## src/rtl/pipe_pkg.sv

```systemverilog
// Shared definitions for the stream pipeline blocks: mux mode codes and index helpers.
package pipe_pkg;

  localparam int MUX_MODE_SEL = 0;
  localparam int MUX_MODE_RR  = 1;

  // Next index after idx in a ring of n entries.
  function automatic int idx_inc_wrap(input int idx, input int n);
    return (idx >= n - 1) ? 0 : idx + 1;
  endfunction

endpackage

```

## src/rtl/rr_arbiter_n.sv

```systemverilog
// Combinational rotate-priority encoder: first asserted request at or after ptr, wrapping.
module rr_arbiter_n #(
  parameter  int N    = 3,
  localparam int SELW = $clog2(N)
) (
  input  logic [N-1:0]    req,
  input  logic [SELW-1:0] ptr,
  output logic            gnt_v,
  output logic [SELW-1:0] gnt_idx
);

  int   idx;
  logic found;

  assign gnt_v = |req;

  always_comb begin
    idx     = 0;
    found   = 1'b0;
    gnt_idx = '0;
    for (int k = 0; k < N; k++) begin
      idx = int'(ptr) + k;
      if (idx >= N) idx = idx - N;
      if (!found && req[idx]) begin
        found   = 1'b1;
        gnt_idx = SELW'(idx);
      end
    end
  end

endmodule

```

## src/rtl/stream_mux_n.sv

```systemverilog
// N:1 registered stream mux with valid/ready handshake; explicit-select or round-robin grant.
module stream_mux_n
  import pipe_pkg::*;
#(
  parameter  int WIDTH = 16,
  parameter  int N     = 3,
  parameter  int MODE  = MUX_MODE_SEL,
  localparam int SELW  = $clog2(N)
) (
  input  logic               clk,
  input  logic               rst,
  input  logic [N-1:0]       in_valid,
  input  logic [N*WIDTH-1:0] in_data,
  output logic [N-1:0]       in_ready,
  input  logic [SELW-1:0]    sel,
  output logic               out_valid,
  output logic [WIDTH-1:0]   out_data,
  output logic [SELW-1:0]    out_src,
  input  logic               out_ready,
  output logic               sel_err
);

  logic             load;
  logic             gnt_v;
  logic [SELW-1:0]  g;
  logic [WIDTH-1:0] gnt_data;

  assign load = !out_valid || out_ready;

  generate
    if (MODE == MUX_MODE_RR) begin : g_rr
      logic [SELW-1:0] rr_ptr;

      rr_arbiter_n #(.N(N)) u_arb (
        .req     (in_valid),
        .ptr     (rr_ptr),
        .gnt_v   (gnt_v),
        .gnt_idx (g)
      );

      always_ff @(posedge clk) begin
        if (rst)                 rr_ptr <= '0;
        else if (load && gnt_v)  rr_ptr <= SELW'(idx_inc_wrap(int'(g), N));
      end
    end else begin : g_sel
      // Padded so an out-of-range sel reads a zero instead of aliasing.
      logic [2**SELW-1:0] valid_pad;

      always_comb begin
        valid_pad        = '0;
        valid_pad[N-1:0] = in_valid;
      end

      assign g     = sel;
      assign gnt_v = (int'(sel) < N) && valid_pad[sel];
    end
  endgenerate

  always_comb begin
    gnt_data = '0;
    in_ready = '0;
    for (int i = 0; i < N; i++) begin
      if (g == SELW'(i)) gnt_data = in_data[i*WIDTH +: WIDTH];
      in_ready[i] = !rst && load && gnt_v && (g == SELW'(i));
    end
  end

  always_ff @(posedge clk) begin
    if (rst) begin
      out_valid <= 1'b0;
      out_data  <= '0;
      out_src   <= '0;
      sel_err   <= 1'b0;
    end else begin
      sel_err <= (MODE == MUX_MODE_SEL) && (int'(sel) >= N);
      if (load) begin
        out_valid <= gnt_v;
        if (gnt_v) begin
          out_data <= gnt_data;
          out_src  <= g;
        end
      end
    end
  end

endmodule

```

## config.mk

```make
export PLATFORM = sky130hd
export DESIGN_NAME = stream_mux_n
export DESIGN_NICKNAME = d
export VERILOG_FILES = /design/src/rtl/pipe_pkg.sv /design/src/rtl/rr_arbiter_n.sv /design/src/rtl/stream_mux_n.sv
export SDC_FILE = /design/constraint.sdc
export NUM_CORES = 1
export LEC_CHECK = 0
export BUFFER_PORTS_ARGS = -buffer_cell sky130_fd_sc_hd__buf_4
export CAP_MARGIN = 20
export CORE_ASPECT_RATIO = 1.2
export CORE_UTILIZATION = 25
export DETAILED_ROUTE_END_ITERATION = 6
export PLACE_DENSITY = 0.59
export SKIP_CTS_REPAIR_TIMING = 1
export SYNTH_ARGS = -nofsm -noshare
export SYNTH_HDL_FRONTEND = slang
export SYNTH_SLANG_ARGS = --single-unit
```

## constraint.sdc

```tcl
create_clock -name clk -period 2.5 [get_ports clk]
set_input_delay 0.375 -clock clk [delete_from_list [all_inputs] [get_ports clk]]
set_output_delay 0.375 -clock clk [all_outputs]
set_load 0.02 [all_outputs]
```

-- Word level (Yosys, flattened, before mapping)
Index checks and enable logic that the tools add are counted.
- $lt $le $gt $ge: 3
- equality and inequality tests: 2
- multiplexer cells: 5
- reduce and logical (&&, ||, !) cells: 11
- operators with widths (operator ; number):
    $mux 16 ; 3
    $logic_and 1x1->1 ; 6
    $lt 2x3->1 const B ; 1
    $bmux 1 s2 ; 1
    $eq 2x1->1 const B ; 1
    $eq 2x2->1 const B ; 1
    $ge 2x2->1 const B ; 1
    $logic_not 1->1 ; 2
    $logic_not 2->1 ; 1
    $lt 2x2->1 const B ; 1
    $reduce_and 2->1 ; 1
    $logic_or 1x1->1 ; 1
    $mux 1 ; 1
- logic and storage cells: 25
- output and inout port bits: 23
- input port bits: 56
- bits in registers: 20

-- Logic depth before layout (Yosys ltp)
- depth after elaboration: 5
- depth in mapped cells: 6
- depth with buffers taken out: 4

-- Least setup slack after synthesis
Ideal clock, no wire load.
- kind: input port to output port
- from: input port sel[0]
- to: output port in_ready[0]
- required time: 2125 ps
- data arrival time: 1491 ps
- cell stages on the path: 4
- slack: 634 ps
- path buffers: 2
- cells stage by stage: buf_4 > buf_4 > nand2b_1 > nor4_1
- longest elaborated chain between the ends: 5
- elaborated cells on any way between the ends: 7
- classes of those cells: order compare: 1; mux: 2; reduce/logical: 4
- ends and longest elaborated chain (element ; RTL line ; source):
    from (decl) ; stream_mux_n.sv:15 ; input logic [SELW-1:0] sel,
    $bmux 1 s2 ; stream_mux_n.sv:55 ; assign gnt_v = (int'(sel) < N) && valid_pad[sel];
    $mux 1 (not written as such) ; stream_mux_n.sv:55 ;
    $logic_and 1x1->1 ; stream_mux_n.sv:55 ;
    $logic_and 1x1->1 ; stream_mux_n.sv:64 ; in_ready[i] = !rst && load && gnt_v && (g == SELW'(i));
    $logic_and 1x1->1 (*) ; stream_mux_n.sv:64 ;
    to (decl) ; stream_mux_n.sv:14 ; output logic [N-1:0] in_ready,
Mark *: on every way between the ends. The rest lies on a longest branch, timed or not. The select of a mux whose other input is x is not followed.

-- Worst setup path in the final report
- from: input port sel[0]
- to: output port in_ready[1]
Same word-level chain as after synthesis.

==> impl_metrics.ini <==
[run_status]
run_status = finished clean

[run]
drv_cap = 0

[global_route]
grt_usage_pct = 13.1
grt_pass1_vias = 1130
grt_overflow = 0
use_met3_pct = 2.94
grt_pass1_wl_mm = 5.22
grt_max_degree = 24
grtUsageMet2_pct = 22.6
grt_antenna_before_repair = 0
grt_use_met1_pct = 15.3
grt-busiest-layer = met2

[finish]
nFillCells = 496
postLayoutCellArea_sq_mm = 0.00185
layout.cells.non_filler = 262
regArea_sq_um = 400
multiInputGateArea_sq_um = 731
layout_common_cells = buf_4, a21oi_1, dfxtp_1
drive_gt1_share_pct = 47.5
fin_util_pct = 40.3
diodes = 0
finalNetCount = 261
final_common_cell = buf_4
area.growth.synth_to_final_pct = 54.7

[logic_synthesis]
synth_area_leaders = dfxtp_1, a21oi_1, mux2i_1
syn_nets = 189
ys_seq_elements = 20
synth_area_leader_cell = dfxtp_1
ys_types = 22
synth_cells = 133
synth_top_cell_area_share_pct = 33.4
netlist_area_sq_mm = 0.00120
yosysSeqAreaShare_pct = 33.4
synth_warnings = 0
avgSynthCellArea_sq_um = 9.00

[drt]
drt-initial-drc-count = 45
first_pass_iters = 4
vias = 1207
routed_wl_mm = 3.30
drtAntennaViolNets = 0
wl_per_cell_um = 12.6
vias_per_cell = 4.61
route.detailed.drc = 0

[clock_tree]
clk_latency_ns = 0.25
cts_sinks = 20
cts_tree = done
cts_htree_levels = 1
clk_pin_slew_ns = 0.07
cts_made_buffers = 3
cts_buffer_depth = 2
cts-root-buf = clkbuf_8

[placement]
gp_congestion = 0.670
pre_cts_ws_ns = 0.425
dp_hpwl_mm = 2.38
numPortBuffers = 78
dp.cells = 258
dpl_cell_area_sq_mm = 0.00180

[setup_path]
critPathCapture = in_ready[1]
r2r_cells = 3
cp_data_required_time_ns = 2.12
cp_max_fo = 22
rrSetupSlack_ns = 1.21
end_kind = output port
startpoint = sel[0]
arrival_ns = 1.68
r2r-start = out_valid
crit_path_start_kind = primary input
path_cells = buf_4 -> mux2i_1 -> mux2_4 -> nor4b_4 -> buf_4
worstSetupPathType = in -> out
cpPeakStageDelay_ns = 0.36
cp_common_cell = buf_4
r2r-end = out_data[5]
cp_slowest_cell = mux2_4

[power]
power_density_mw_per_mm2 = 494
total_power_uw = 915
vdd_drop_max_mv = 0.197
p_leak_nw = 0.840

[sta]
tightest_slew_ns = 0.704
tns_ns = 0
fmax_mhz = 487
hold_slack_ns = 0.458
period_share_pct = 82.1
worst_slack_ns = 0.448
hold_viol = 0
skew_ns = 0.00500
final-setup-viol-count = 0
slew_headroom_pct = 53.0
period_needed_ns = 2.05
rsz0062_at_grt = false
slew_viol_final = 0

[die]
num_rows = 27
dieArea_sq_mm = 0.00507
start_util_pct = 26.1
ioPinCount = 79
die_x_um = 65.2
core_sq_mm = 0.00459
die_h_um = 77.8

[min_path]
hold_depth = 3
min_path_type = in -> reg
-- final cells by class --
class / instances / share of cell area [%]
multi-input combinational: 101 / 39.5
timing repair buffer: 79 / 32.0
clock buffer: 4 / 2.97
tap: 58 / 3.92
sequential: 20 / 21.6
-- cells in the mapped netlist --
master and instances:
a211oi_1 7, mux2_4 1, nor2b_1 1, o21bai_1 1
buf_4 3, buf_6 1, mux2i_4 1, buf_2 2
nor4b_1 1, a21oi_1 34, dfxtp_1 20, a211oi_2 9
nor2_1 18, nor4b_4 1, clkbuf_1 6, and2b_2 1
mux2i_1 17, o21ai_0 2, nor2_8 1, nand2_1 1
nor4_1 1, nand2b_1 4
-- layer usage --
layer  vias to the layer above  wire [um]
met5                         -          0
met4                         0         34
met2                        52       1580
met1                       528       1400
li1                        625          -
met3                         2        282
-- where the power goes --
part           internal, mW  switching, mW  total, mW
sequential            0.349         0.0153      0.364
clock                 0.140          0.102      0.242
combinational         0.154          0.156      0.310
-- cells by family (layout without fill, tap and decap cells) --
kind of cell | after synthesis | in the layout | synth area share (%)
muxes | 19 | 19 | 17.3
AOI/OAI and AO/OA | 53 | 53 | 29.5
buffers and inverters | 12 | 83 | 5.54
and+or+nand+nor | 29 | 29 | 14.2
DFF | 20 | 20 | 33.4
-- worst min path at each step --
stage | start | endpoint | slack [ns]
after detailed placement | out_src[0] | out_src[0] | 0.47
after global routing | in_data[38] | out_data[6] | 0.46
after global placement | out_src[0] | out_src[0] | 0.46
final | in_data[39] | out_data[7] | 0.46
after CTS | in_data[39] | out_data[7] | 0.45
after floorplan | out_src[0] | out_src[0] | 0.54
-- sequential cells by signal (all words and copies together) (netlist names) --
register   count
sel_err        1
out_src        2
out_data      16
out_valid      1
-- critical path: cells and delay by family --
| family | cells | cell delay (ns) |
|---|---|---|
| buf+inv | 2 | 0.48 |
| mux | 2 | 0.57 |
| simple gates | 1 | 0.24 |
Power figures use the tool's default switching activity.
